<file path="src/rtl/pc_sequencer.sv">
`default_nettype none
// ============================================================================
// Module     : pc_sequencer
// Description: Next-PC controller for a pipelined MIPS fetch stage. Handles
//              boot, sequential fetch, redirects, stalls, imem wait and halt.
// Revision   : 1.0 - initial release
// ============================================================================
module pc_sequencer #(
    parameter int               WIDTH        = 32,
    parameter logic [WIDTH-1:0] RESET_VECTOR = '0,
    parameter logic [WIDTH-1:0] EXC_VECTOR   = WIDTH'(32'h0000_0180),
    parameter int               CNT_WIDTH    = 16
) (
    input  logic                 PCS_CLK,
    input  logic                 PCS_RST,
    input  logic [WIDTH-1:0]     PCS_PC_CUR,
    input  logic                 PCS_IMEM_READY,
    input  logic                 PCS_LOAD_USE,
    input  logic                 PCS_BRANCH_TAKEN,
    input  logic [WIDTH-1:0]     PCS_BRANCH_TGT,
    input  logic                 PCS_JUMP,
    input  logic [WIDTH-1:0]     PCS_JUMP_TGT,
    input  logic                 PCS_EXC,
    input  logic                 PCS_HALT,
    input  logic                 PCS_RESUME,
    output logic [WIDTH-1:0]     PCS_NEXT_PC,
    output logic                 PCS_PC_EN,
    output logic                 PCS_IMEM_REQ,
    output logic                 PCS_IFID_EN,
    output logic                 PCS_IFID_FLUSH,
    output logic [CNT_WIDTH-1:0] PCS_STALL_CNT
);

    typedef enum logic [1:0] {
        ST_BOOT = 2'd0,
        ST_RUN  = 2'd1,
        ST_HALT = 2'd2
    } state_t;

    localparam logic [WIDTH-1:0] ALIGN_MASK = ~WIDTH'(3);

    state_t                state, state_nx;
    logic                  pend_vld, pend_vld_nx;
    logic [WIDTH-1:0]      pend_addr, pend_addr_nx;
    logic [CNT_WIDTH-1:0]  stall_cnt;

    logic [WIDTH-1:0] exc_aligned;
    logic [WIDTH-1:0] br_aligned;
    logic [WIDTH-1:0] jmp_aligned;
    logic [WIDTH-1:0] seq_pc;

    assign exc_aligned = EXC_VECTOR & ALIGN_MASK;
    assign br_aligned  = PCS_BRANCH_TGT & ALIGN_MASK;
    assign jmp_aligned = PCS_JUMP_TGT & ALIGN_MASK;
    assign seq_pc      = PCS_PC_CUR + WIDTH'(4);

    always_comb begin
        PCS_NEXT_PC    = PCS_PC_CUR;
        PCS_PC_EN      = 1'b0;
        PCS_IMEM_REQ   = 1'b0;
        PCS_IFID_EN    = 1'b0;
        PCS_IFID_FLUSH = 1'b0;
        state_nx       = state;
        pend_vld_nx    = pend_vld;
        pend_addr_nx   = pend_addr;

        case (state)
            ST_BOOT: begin
                PCS_NEXT_PC    = RESET_VECTOR & ALIGN_MASK;
                PCS_PC_EN      = 1'b1;
                PCS_IFID_FLUSH = 1'b1;
                state_nx       = ST_RUN;
            end

            ST_RUN: begin
                PCS_IMEM_REQ = 1'b1;
                if (PCS_HALT) begin
                    // Freeze fetch; any pending redirect survives the halt.
                    state_nx = ST_HALT;
                end else if (!PCS_IMEM_READY) begin
                    if (PCS_EXC) begin
                        pend_vld_nx  = 1'b1;
                        pend_addr_nx = exc_aligned;
                    end else if (!pend_vld && PCS_BRANCH_TAKEN) begin
                        pend_vld_nx  = 1'b1;
                        pend_addr_nx = br_aligned;
                    end else if (!pend_vld && PCS_JUMP) begin
                        pend_vld_nx  = 1'b1;
                        pend_addr_nx = jmp_aligned;
                    end
                end else if (PCS_EXC) begin
                    PCS_NEXT_PC    = exc_aligned;
                    PCS_PC_EN      = 1'b1;
                    PCS_IFID_FLUSH = 1'b1;
                    pend_vld_nx    = 1'b0;
                end else if (pend_vld) begin
                    PCS_NEXT_PC    = pend_addr;
                    PCS_PC_EN      = 1'b1;
                    PCS_IFID_FLUSH = 1'b1;
                    pend_vld_nx    = 1'b0;
                end else if (PCS_BRANCH_TAKEN) begin
                    PCS_NEXT_PC    = br_aligned;
                    PCS_PC_EN      = 1'b1;
                    PCS_IFID_FLUSH = 1'b1;
                end else if (PCS_JUMP) begin
                    PCS_NEXT_PC    = jmp_aligned;
                    PCS_PC_EN      = 1'b1;
                    PCS_IFID_FLUSH = 1'b1;
                end else if (!PCS_LOAD_USE) begin
                    PCS_NEXT_PC    = seq_pc;
                    PCS_PC_EN      = 1'b1;
                    PCS_IFID_EN    = 1'b1;
                end
                // A flush loads a bubble, so the IF/ID register must be enabled.
                if (PCS_IFID_FLUSH) begin
                    PCS_IFID_EN = 1'b1;
                end
            end

            ST_HALT: begin
                PCS_IFID_FLUSH = 1'b1;
                if (PCS_RESUME) begin
                    state_nx = ST_RUN;
                end
            end

            default: begin
                state_nx = ST_BOOT;
            end
        endcase
    end

    always_ff @(posedge PCS_CLK) begin
        if (PCS_RST) begin
            state     <= ST_BOOT;
            pend_vld  <= 1'b0;
            pend_addr <= '0;
            stall_cnt <= '0;
        end else begin
            state     <= state_nx;
            pend_vld  <= pend_vld_nx;
            pend_addr <= pend_addr_nx;
            if ((state == ST_RUN) && !PCS_PC_EN && (stall_cnt != '1)) begin
                stall_cnt <= stall_cnt + CNT_WIDTH'(1);
            end
        end
    end

    assign PCS_STALL_CNT = stall_cnt;

endmodule
`default_nettype wire

</file>
<file path="config.mk">
export PLATFORM = sky130hd
export DESIGN_NAME = pc_sequencer
export DESIGN_NICKNAME = d
export VERILOG_FILES = /design/src/rtl/pc_sequencer.sv
export SDC_FILE = /design/constraint.sdc
export NUM_CORES = 1
export LEC_CHECK = 0
export CORE_AREA = 8 8 119 121
export CTS_CLUSTER_DIAMETER = 50
export DETAILED_ROUTE_END_ITERATION = 6
export DIE_AREA = 0 0 127 129
export SYNTH_ARGS = -nofsm -noshare
export SYNTH_HDL_FRONTEND = slang
export SYNTH_SLANG_ARGS = --single-unit
</file>
<file path="constraint.sdc">
create_clock -name PCS_CLK -period 5.45 [get_ports PCS_CLK]
set_input_delay 0.8175 -clock PCS_CLK [delete_from_list [all_inputs] [get_ports PCS_CLK]]
set_output_delay 0.8175 -clock PCS_CLK [all_outputs]
set_load 0.005 [all_outputs]
</file>
After elaboration in Yosys (flattened, before gate mapping)
Cells that the tools add are included.

Bits in latches: 0. Flip-flop bits (word level): 51. Memory bits (writable): 0. Memory bits (read-only): 0. Word-level logic and storage cells: 69. Output and inout bits: 52. Memories kept: 0.

Bitwise logic cells: 2. Multiplexer cells: 43. Multipliers: 0. Reduce and logical (&&, ||, !) cells: 13. Eq/ne operators: 5. $add $sub $neg: 2. Div/mod/pow operators: 0. Magnitude comparators: 0. Shifts and indexed selects: 0.

Operator list (number): 32-bit two-way mux (10); 32-bit one-hot mux with 2 select lines (1); 32-bit by 3-bit adder with 32-bit output, second input constant (1); 1-bit two-way mux (27); 16-bit by 1-bit adder with 16-bit output, second input constant (1); 16-bit inequality test, second input constant (1); 2-bit one-hot mux with 3 select lines (1); 1-bit logical AND (4); 2-bit two-way mux (2); 2-bit inequality test, second input constant (2); 1-bit one-hot mux with 2 select lines (2); 4-bit AND reduction (1); 4-bit nonzero test (1); 3-bit AND reduction (1); 3-bit nonzero test (1); 2-bit by 1-bit == test with 1-bit output, second input constant (1); 2-bit == test, second input constant (1); 1-bit zero test (2); 2-bit zero test (1); 1-bit NOT (2); 2-bit AND reduction (1); 2-bit OR reduction (1).

Longest topological paths before layout
Gate-level depths: netlist of the first run.

Word-level depth: 11. Depth in mapped cells: 8.

Least setup slack after synthesis of the first run
No wires, ideal clock.

Path type: input port to output port. From: input port PCS_LOAD_USE. To: output port PCS_NEXT_PC[23]. Setup slack: 2477 ps. Data arrival time: 2156 ps. Required time: 4633 ps. Stages on the path: 6. Cells stage by stage: buf_2 > nand4b_2 > nor4_4 > nand3_1 > a31o_2 > a32o_1.

Longest elaborated chain between the ends: 8.

Ends and longest elaborated chain: from (decl) (line 18) `input logic PCS_LOAD_USE,`; 32-bit two-way mux (line 109) `end else if (!PCS_LOAD_USE) begin`; 32-bit two-way mux (line 105) `end else if (PCS_JUMP) begin`; 32-bit two-way mux (line 101) `end else if (PCS_BRANCH_TAKEN) begin`; 32-bit two-way mux (line 96) `end else if (pend_vld) begin`; 32-bit two-way mux (line 91) `end else if (PCS_EXC) begin`; 32-bit two-way mux (line 80) `end else if (!PCS_IMEM_READY) begin`; 32-bit two-way mux (line 77) `if (PCS_HALT) begin`; 32-bit one-hot mux with 2 select lines (line 67) `case (state)`; to (decl) (line 26) `output logic [WIDTH-1:0] PCS_NEXT_PC,`.

No other way between the ends.

Worst setup path after layout of the first run
From: input port PCS_PC_CUR[7]. To: output port PCS_NEXT_PC[25].

Longest elaborated chain between the ends: 9.

Ends and longest elaborated chain: from (decl) (line 16) `input logic [WIDTH-1:0] PCS_PC_CUR,`; 32-bit by 3-bit adder with 32-bit output (line 55) `assign seq_pc = PCS_PC_CUR + WIDTH'(4);`; 32-bit two-way mux (line 109); 32-bit two-way mux (line 105); 32-bit two-way mux (line 101); 32-bit two-way mux (line 96); 32-bit two-way mux (line 91); 32-bit two-way mux (line 80); 32-bit two-way mux (line 77); 32-bit one-hot mux with 2 select lines (line 67).

No other way between the ends.

==> flow_metrics.env, run 1 <==
export IMPL_yosys_warnings=0
export IMPL_critPathCaptureType="output port"
export IMPL_initial_core_util_pct=34.22
export IMPL_vdd_ir_max_mv=0.1156
export IMPL_cp_arrival_ns=3.52
export IMPL_worst_slew_pin_slew_ns=0.9811
export IMPL_net_count_after_synthesis=704
export IMPL_ctsHtreeMaxLevel=2
export IMPL_cts_repair_timing_setup_buffer_count=0
export IMPL_share_of_the_synthesized_netlist_area_taken_by_xor_and_xnor_gates_pct=4.574
export IMPL_tritoncts_num_buffers=5
export IMPL_post_synth_and_or_nand_nor_area_fraction_pct=30.68
export IMPL_layout_cells_non_filler=872
export IMPL_finalHoldViolations=0
export IMPL_core_rowCount=41
export IMPL_p_total_uw=1025
export IMPL_type_of_element_launching_the_critical_path="input pin"
export IMPL_clockRootBuffer="sky130_fd_sc_hd__clkbuf_16"
export IMPL_insertion_delay_ns=0.29
export IMPL_io_pins=157
export IMPL_clkTransAtPathRegs_ns=0.06
export IMPL_chipHeight_um=129
export IMPL_grt_met3_usage_pct=5.627
export IMPL_initialDrtViolationCount=483
export IMPL_gr_usage_met2_pct=30.32
export IMPL_worstHoldPathCells=2
export IMPL_finalHoldWorstSlack_ns=0.4875
export IMPL_synth_compound_area_share_pct=27.77
export IMPL_drv_max_cap_violation_count=0
export IMPL_grt_busiest_layer="met2"
export IMPL_worstPathCellList="clkdlybuf4s50_1 -> nand4_2 -> nor4_4 -> nand3_1 -> xor2_1 -> o31ai_1 -> clkdlybuf4s50_1"
export IMPL_synth_top_cells_by_area="sky130_fd_sc_hd__dfxtp_1 23%, sky130_fd_sc_hd__mux2i_1 6.7%, sky130_fd_sc_hd__a21oi_1 5.9%, sky130_fd_sc_hd__nor2_1 5.7%, sky130_fd_sc_hd__o21ai_0 5.1%"
export IMPL_synth_seq_cells=49
export IMPL_antenna_found_initial=0
export IMPL_leakagePower_uw=0.002128
export IMPL_gp_routability_congestion=0.8962
export IMPL_post_cts_resized_instances=0
export IMPL_async_flop_share_pct=0
export IMPL_netlist_instances=597
export IMPL_worst_path_max_delay_cell="sky130_fd_sc_hd__clkdlybuf4s50_1"
export IMPL_drive_gt1_share_pct=4.294
export IMPL_startpoint="PCS_PC_CUR[7]"
export IMPL_detailedPlacementHpwl_mm=12.42
export IMPL_core_region_area_um2=12310
export IMPL_synthFlopType="sky130_fd_sc_hd__dfxtp_1"
export IMPL_synth_edff_count=0
export IMPL_wire_per_inst_um=19.11
export IMPL_grt_pass1_vias=4726
export IMPL_globalRouteMet1Util_pct=25.31
export IMPL_power_per_cell_area_nw_per_um2=172.5
export IMPL_min_path_type="reg -> reg"
export IMPL_wire_length_of_the_first_global_routing_pass_mm=25.49
export IMPL_synth_area_um2=4213
export IMPL_worst_path_most_repeated_cell="sky130_fd_sc_hd__clkdlybuf4s50_1"
export IMPL_holdBufCountCts=0
export IMPL_aggregate_global_routing_overflow=0
export IMPL_tritoncts="done"
export IMPL_grt_usage_pct=19.32
export IMPL_final_net_count=828
export IMPL_fmax_mhz=230.6
export IMPL_placed_cells=864
export IMPL_worstPathMaxFanout=6
export IMPL_synthMostInstantiatedCell="sky130_fd_sc_hd__nor2_1"
export IMPL_tns_ns=0
export IMPL_max_stage_delay_ns=0.65
export IMPL_drt_wl_total_mm=16.67
export IMPL_timing_clock_skew_ns=0.005592
export IMPL_fin_crit_sh_pct=79.58
export IMPL_grt_setup_unrepaired="false"
export IMPL_required_ns=4.63
export IMPL_synth_top_cell_by_area="sky130_fd_sc_hd__dfxtp_1"
export IMPL_muxShareOfSynthArea_pct=7.009
export IMPL_grt_max_degree=62
export IMPL_slew_limit_headroom_pct=34.59
export IMPL_finalCriticalPeriod_ns=4.337
export IMPL_adder_cell_fraction_of_synth_area_pct=0.5940
export IMPL_syn_avg_cell_area_um2=7.057
export IMPL_synth_sequential_area_ratio_pct=23.28
export IMPL_rr_startpoint="pend_vld"
export IMPL_cts_root_to_sink_buffers=2
export IMPL_cts_num_sinks=49
export IMPL_route_antenna_remaining_nets=0
export IMPL_hold_path_origin="pend_addr[31]"
export IMPL_post_dr_vias_cell=5.783
export IMPL_antennaDiodeCount=0
export IMPL_final_count_of_negative_setup_slack_endpoints=0
export IMPL_via_total_after_detailed_routing=5043
export IMPL_floorplan_die_width_um=127
export IMPL_drcViolationCount=0
export IMPL_path_class="in -> out"
export IMPL_synth_top_family_by_area="simple AND/OR/NAND/NOR gates"
export IMPL_final_design_area_no_fill_um2=5939
export IMPL_die_area_um2=16380
export IMPL_synth_top_cells_by_count="64 x sky130_fd_sc_hd__nor2_1, 55 x sky130_fd_sc_hd__nand2_1, 50 x sky130_fd_sc_hd__a21oi_1, 49 x sky130_fd_sc_hd__dfxtp_1, 43 x sky130_fd_sc_hd__o21ai_0"
export IMPL_postPlaceCellArea_um2=5801
export IMPL_synthDominantCellAreaShare_pct=23.28
export IMPL_ys_types=65
export IMPL_timing_reg2reg_worst_path_depth=5
export IMPL_port_buffer_count=152
export IMPL_first_pass_iters=5
export IMPL_syn_to_final_growth_pct=40.99
export IMPL_run_status="complete, no violations"
export IMPL_timing_max_transition_violations_final=0
## cells in the final DEF, fill, tap and decap left out, types with 7 or more instances in the layout
cell	n
sky130_fd_sc_hd__o21ai_0	43
sky130_fd_sc_hd__nand3_1	23
sky130_fd_sc_hd__o221ai_1	10
sky130_fd_sc_hd__nand4_1	11
sky130_fd_sc_hd__xor2_1	7
sky130_fd_sc_hd__a21oi_1	50
sky130_fd_sc_hd__buf_4	9
sky130_fd_sc_hd__nor2b_1	7
sky130_fd_sc_hd__dfxtp_1	49
sky130_fd_sc_hd__nand2b_1	7
sky130_fd_sc_hd__o2bb2ai_1	9
sky130_fd_sc_hd__nor2_1	64
sky130_fd_sc_hd__xnor2_1	15
sky130_fd_sc_hd__a22oi_1	7
sky130_fd_sc_hd__nand2_1	55
sky130_fd_sc_hd__clkdlybuf4s50_1	151
sky130_fd_sc_hd__a21o_1	11
sky130_fd_sc_hd__and2_1	8
sky130_fd_sc_hd__mux2i_1	28
sky130_fd_sc_hd__inv_1	18
sky130_fd_sc_hd__o22ai_1	16
sky130_fd_sc_hd__nor3_1	38
## path summary, 6_finish.rpt
kind / slack, ns / to
setup / recovery: 1.11 / PCS_NEXT_PC[25]
hold / removal: 0.49 / pend_addr[31]
setup reg to reg: 2.45 / PCS_STALL_CNT[13]
hold reg to reg: 0.49 / pend_addr[31]
## routing by layer
layer / up-vias / wire [µm] / part of all wire [%]
li1: 2447 / - / -
met3: 13 / 1461 / 8.8
met5: - / 0 / 0
met4: 0 / 187 / 1.1
met1: 2382 / 7548 / 45
met2: 201 / 7470 / 45
## per-stage QoR
step / utilization [%] / setup slack (ns)
2_1_floorplan: - / 2.477
3_3_place_gp: 47.11 / 1.143
3_5_place_dp: 47.11 / 1.130
4_1_cts: 48.24 / 1.109
5_1_grt: 48.24 / 0.9381
6_report: 48.24 / 1.113
## report_power, final
| group | internal, µW | leakage (µW) | switching, µW | total (µW) |
|---|---|---|---|---|
| combinational | 176 | 0.00166 | 166 | 342 |
| clock | 169 | 0.0000706 | 138 | 307 |
| sequential | 365 | 0.000396 | 10.1 | 375 |
| total | 711 | 0.00213 | 314 | 1020 |
## cell type report
class	instances	area, µm²
sequential	49	980.9
fill	1279	6372
clock inverter	2	10.01
multi-input combinational	486	2980
clock buffer	6	128.9
tap	150	187.7
timing repair buffer	161	1584
inverter	18	67.56
## logic make-up after synthesis
| group | count (synthesis) |
|---|---|
| compound gates | 181 |
| fa+ha+maj | 2 |
| buf+inv | 62 |
| xor+xnor | 22 |
| simple gates | 252 |
| mux | 29 |
| flops | 49 |
## registers in the layout, summed over array words and instances (netlist names)
name and count:
PCS_STALL_CNT 16, pend_addr 30, pend_vld 1, state 2
## worst max-delay path, delay by kind of cell
kind,cells,cell delay [ns]
xor+xnor,1,0.17
simple gates,3,0.98
buf+inv,2,1.22
compound gates,1,0.32
Power figures use the tool's default switching activity.
==> run 2: changes to the inputs <==
- PLACE_DENSITY: unset -> 0.67
- clock period: 5.45 -> 3.5 ns (I/O delays scaled with it)
==> flow_metrics.env, run 2 (same netlist as run 1, synthesis figures left out) <==
export IMPL_run_status="complete, no violations"
export IMPL_aggregate_global_routing_overflow=0
export IMPL_worst_path_max_delay_cell="sky130_fd_sc_hd__nor4_4"
export IMPL_timing_max_transition_violations_final=0
export IMPL_drt_wl_total_mm=16.67
export IMPL_min_path_type="reg -> reg"
export IMPL_worst_path_most_repeated_cell="sky130_fd_sc_hd__clkdlybuf4s50_1"
export IMPL_ctsHtreeMaxLevel=2
export IMPL_holdBufCountCts=0
export IMPL_num_fill_cells=1205
export IMPL_initial_core_util_pct=34.22
export IMPL_core_region_area_um2=12310
export IMPL_max_flop_register="pend_addr"
export IMPL_via_total_after_detailed_routing=5203
export IMPL_fmax_mhz=291.8
export IMPL_core_rowCount=41
export IMPL_die_area_um2=16380
export IMPL_worst_slew_pin_slew_ns=0.9350
export IMPL_max_stage_delay_ns=0.46
export IMPL_type_of_element_launching_the_critical_path="input pin"
export IMPL_drive_gt1_share_pct=10.81
export IMPL_floorplan_die_width_um=127
export IMPL_finalHoldViolations=0
export IMPL_post_dr_vias_cell=5.668
export IMPL_clockRootBuffer="sky130_fd_sc_hd__clkbuf_16"
export IMPL_initialDrtViolationCount=371
export IMPL_syn_to_final_growth_pct=50.91
export IMPL_final_count_of_negative_setup_slack_endpoints=0
export IMPL_port_buffer_count=152
export IMPL_cts_num_sinks=49
export IMPL_worstPathCellList="clkdlybuf4s50_1 -> buf_4 -> nand3b_1 -> nor4_4 -> nand2_1 -> a31o_2 -> a32o_1 -> clkdlybuf4s50_1"
export IMPL_max_reg_flops=30
export IMPL_route_antenna_remaining_nets=0
export IMPL_finalHoldWorstSlack_ns=0.4867
export IMPL_layout_cells_non_filler=918
export IMPL_placed_cells=909
export IMPL_wire_per_inst_um=18.16
export IMPL_first_pass_iters=5
export IMPL_wire_length_of_the_first_global_routing_pass_mm=25.94
export IMPL_gp_routability_congestion=0.9147
export IMPL_drv_max_cap_violation_count=0
export IMPL_io_pins=157
export IMPL_cp_arrival_ns=2.90
export IMPL_tns_ns=0
export IMPL_final_net_count=874
export IMPL_grt_pass1_vias=4936
export IMPL_critPathCaptureType="output port"
export IMPL_vdd_ir_max_mv=0.1819
export IMPL_path_class="in -> out"
export IMPL_power_per_cell_area_nw_per_um2=256.3
export IMPL_timing_clock_skew_ns=0.009542
export IMPL_rr_startpoint="pend_vld"
export IMPL_finalCriticalPeriod_ns=3.427
export IMPL_antennaDiodeCount=0
export IMPL_mostFrequentLayoutCells="144 x sky130_fd_sc_hd__clkdlybuf4s50_1, 62 x sky130_fd_sc_hd__nor2_1, 55 x sky130_fd_sc_hd__nand2_1, 53 x sky130_fd_sc_hd__buf_4, 50 x sky130_fd_sc_hd__a21oi_1"
export IMPL_grt_max_degree=51
export IMPL_mostFrequentLayoutCell="sky130_fd_sc_hd__clkdlybuf4s50_1"
export IMPL_antenna_found_initial=0
export IMPL_worstPathMaxFanout=9
export IMPL_detailedPlacementHpwl_mm=13.11
export IMPL_grt_setup_unrepaired="true"
export IMPL_insertion_delay_ns=0.29
export IMPL_fin_crit_sh_pct=97.90
export IMPL_tritoncts="done"
export IMPL_finalCoreUtilization_pct=51.64
export IMPL_slew_limit_headroom_pct=37.67
export IMPL_tritoncts_num_buffers=5
export IMPL_leakagePower_uw=0.002454
export IMPL_required_ns=2.97
export IMPL_grt_usage_pct=19.61
export IMPL_drcViolationCount=0
export IMPL_startpoint="PCS_LOAD_USE"
export IMPL_clkTransAtPathRegs_ns=0.06
export IMPL_chipHeight_um=129
export IMPL_cts_root_to_sink_buffers=2
export IMPL_hold_path_origin="pend_addr[13]"
-- run 2: changes by cell type in the layout (fill, tap and decap cells not counted), sizes merged --
cell           previous run  this run
buf                      10        56
clkdlybuf4s50           151       144
dlymetal6s2s              0         7
clkinv                    2         0
clkbuf                    6         7
clkinvlp                  0         1
-- run 2: report_power, final --
group,internal (µW),switching [µW]
Clock,266,202
Combinational,309,270
Sequential,569,13.0
-- run 2: final cells by class --
type                       count  area [µm²]  share of cell area [%]
tap                          150       187.7                   2.952
clock inverter                 1       7.507                  0.1181
clock buffer                   7       132.6                   2.086
inverter                      18       67.56                   1.063
sequential                    49       980.9                   15.43
multi-input combinational    486        3009                   47.33
timing repair buffer         207        1972                   31.02
-- run 2: path summary, 6_finish.rpt --
check                                        to  slack [ns]  depth (start not counted)
worst max-delay path            PCS_NEXT_PC[24]        0.07                          8
worst min-delay path              pend_addr[13]        0.49                          2
worst max register to register    pend_addr[18]        1.07                          7
worst min register to register    pend_addr[13]        0.49                          2
-- run 2: critical path: cells and delay by family --
kind            cells  cell delay (ns)
compound gates      2             0.47
buf+inv             3             1.05
simple gates        3             0.85
-- run 2: routing by layer --
layer | routed length (µm) | up-vias | GRT usage, %
met5 | 0 | - | 0
met4 | 278 | 0 | 6.018
met3 | 1301 | 19 | 5.172
met2 | 7834 | 181 | 32.38
met1 | 7254 | 2477 | 24.45
li1 | - | 2526 | -
-- run 2: timing repair --
item / CTS / global route
buffers inserted: 0 / 1
gates resized for setup: 0 / 17
setup endpoints to repair: 0 / 12
-- run 2: metrics by stage --
| stage | cell area [µm²] | total power [µW] | setup WS, ns |
|---|---|---|---|
| after global routing | 6357 | 1711 | -0.04123 |
| after CTS | 6304 | 1641 | 0.008565 |
| final | 6357 | 1629 | 0.07334 |
| after detailed placement | 6163 | 1167 | 0.02090 |
| after floorplan | 4213 | 835.0 | 1.112 |
| after global placement | 6163 | 1161 | 0.02254 |
==> run 3: changes to the inputs <==
- CORE_AREA: 8 8 119 121 -> 2 2 113 115
- DIE_AREA: 0 0 127 129 -> 0 0 115 117
==> flow_metrics.env, run 3 (same netlist as run 1, synthesis figures left out) <==
export IMPL_type_of_element_launching_the_critical_path="input pin"
export IMPL_critPathCaptureType="output port"
export IMPL_drt_wl_total_mm=15.61
export IMPL_die_area_um2=13460
export IMPL_final_net_count=869
export IMPL_timing_max_transition_violations_final=0
export IMPL_finalHoldViolations=0
export IMPL_worstPathMaxFanout=24
export IMPL_ctsHtreeMaxLevel=2
export IMPL_leakagePower_uw=0.002373
export IMPL_holdBufCountCts=0
export IMPL_antennaDiodeCount=0
export IMPL_initial_core_util_pct=34.22
export IMPL_wire_per_inst_um=17.10
export IMPL_grt_max_degree=51
export IMPL_wire_length_of_the_first_global_routing_pass_mm=24.28
export IMPL_core_rowCount=41
export IMPL_mostFrequentLayoutCells="149 x sky130_fd_sc_hd__clkdlybuf4s50_1, 64 x sky130_fd_sc_hd__nor2_1, 55 x sky130_fd_sc_hd__nand2_1, 50 x sky130_fd_sc_hd__a21oi_1, 49 x sky130_fd_sc_hd__dfxtp_1"
export IMPL_aggregate_global_routing_overflow=0
export IMPL_tritoncts="done"
export IMPL_fmax_mhz=285.4
export IMPL_cts_root_to_sink_buffers=2
export IMPL_setup_ws_ns=-0.003730
export IMPL_route_antenna_remaining_nets=0
export IMPL_drive_gt1_share_pct=9.567
export IMPL_finalHoldWorstSlack_ns=0.4903
export IMPL_max_flop_register="pend_addr"
export IMPL_required_ns=2.97
export IMPL_detail_route_wirelength_met1_mm=6.841
export IMPL_timing_clock_skew_ns=0.003090
export IMPL_postPlaceCellArea_um2=6116
export IMPL_final_design_area_no_fill_um2=6329
export IMPL_num_fill_cells=1227
export IMPL_chipHeight_um=117
export IMPL_highest_signal_layer="met4"
export IMPL_cp_arrival_ns=2.98
export IMPL_worst_slew_pin_slew_ns=0.9231
export IMPL_run_status="finished, violations left"
export IMPL_grt_usage_pct=22.51
export IMPL_insertion_delay_ns=0.28
export IMPL_antenna_found_initial=0
export IMPL_io_pins=157
export IMPL_min_path_type="reg -> reg"
export IMPL_core_region_area_um2=12310
export IMPL_power_per_cell_area_nw_per_um2=270.2
export IMPL_final_count_of_negative_setup_slack_endpoints=1
export IMPL_clockRootBuffer="sky130_fd_sc_hd__clkbuf_16"
export IMPL_vdd_ir_max_mv=0.2828
export IMPL_detailedPlacementHpwl_mm=11.89
export IMPL_gp_routability_congestion=0.8952
export IMPL_clkTransAtPathRegs_ns=0.06
export IMPL_fin_crit_sh_pct=100.1
export IMPL_failed_checks="setup timing"
export IMPL_path_class="in -> out"
export IMPL_post_dr_vias_cell=5.621
export IMPL_drcViolationCount=0
export IMPL_tns_ns=-0.003730
export IMPL_via_total_after_detailed_routing=5132
export IMPL_cts_num_sinks=49
export IMPL_max_reg_flops=30
export IMPL_port_buffer_count=152
export IMPL_dr_wl_met2_mm=7.229
export IMPL_tritoncts_num_buffers=5
export IMPL_floorplan_die_width_um=115
export IMPL_syn_to_final_growth_pct=50.22
export IMPL_place_ws_ns=-0.04804
export IMPL_drv_max_cap_violation_count=0
export IMPL_met3_wire_length_mm=1.154
export IMPL_p_total_uw=1710
export IMPL_initialDrtViolationCount=384
export IMPL_finalCriticalPeriod_ns=3.504
export IMPL_grt_pass1_vias=4885
export IMPL_first_pass_iters=5
export IMPL_slew_limit_headroom_pct=38.46
export IMPL_mostFrequentLayoutCell="sky130_fd_sc_hd__clkdlybuf4s50_1"
-- run 3: area by class of cell --
class                   instances  area (µm²)  area share (%)
repair buffers                202        1934           30.57
clock buffers                   7       142.6           2.254
inverters                      18       67.56           1.068
flip-flops and latches         49       980.9           15.50
clock inverters                 1       30.03          0.4745
well taps                     150       187.7           2.966
multi-input cells             486        2985           47.17
-- run 3: final timing paths --
kind,endpoint,slack (ns),from,cells after the start
max reg2reg,PCS_STALL_CNT[13],1.00,pend_vld,7
max,PCS_NEXT_PC[29],-0.004,PCS_BRANCH_TAKEN,8
min,pend_addr[21],0.49,pend_addr[21],2
min reg2reg,pend_addr[21],0.49,pend_addr[21],2
-- run 3: routing by layer --
| metal | vias up | GRT usage [%] |
|---|---|---|
| met5 | - | 0 |
| met4 | 0 | 7.791 |
| met3 | 29 | 3.450 |
| met2 | 204 | 36.55 |
| met1 | 2385 | 30.59 |
| li1 | 2514 | - |
-- run 3: worst max-delay path, stage by stage --
cell	delay, ns
sky130_fd_sc_hd__clkdlybuf4s50_1	0.60
sky130_fd_sc_hd__nand2b_1	0.19
sky130_fd_sc_hd__buf_12	0.18
sky130_fd_sc_hd__o22ai_1	0.10
sky130_fd_sc_hd__o21ai_0	0.43
sky130_fd_sc_hd__nand2_1	0.10
sky130_fd_sc_hd__o21ai_0	0.29
sky130_fd_sc_hd__clkdlybuf4s50_1	0.57
-- run 3: power breakdown --
part / leakage, µW / switching [µW] / internal [µW]
clock network: 0.0000841 / 201 / 357
logic: 0.00189 / 263 / 306
registers: 0.000396 / 14.4 / 569
total: 0.00237 / 478 / 1230
-- run 3: per-stage QoR --
stage                     utilization (%)  cells
after CTS                           51.14    910
final                               51.40    913
after floorplan                         -    597
after global routing                51.40    913
after detailed placement            49.67    901
after global placement              49.67    901
-- run 3: what timing repair did --
item,CTS,global route
endpoints found under the hold margin,0,0
resized for setup,0,4
pin swaps,1,3
buffers inserted,1,3
setup endpoints to repair,2,11
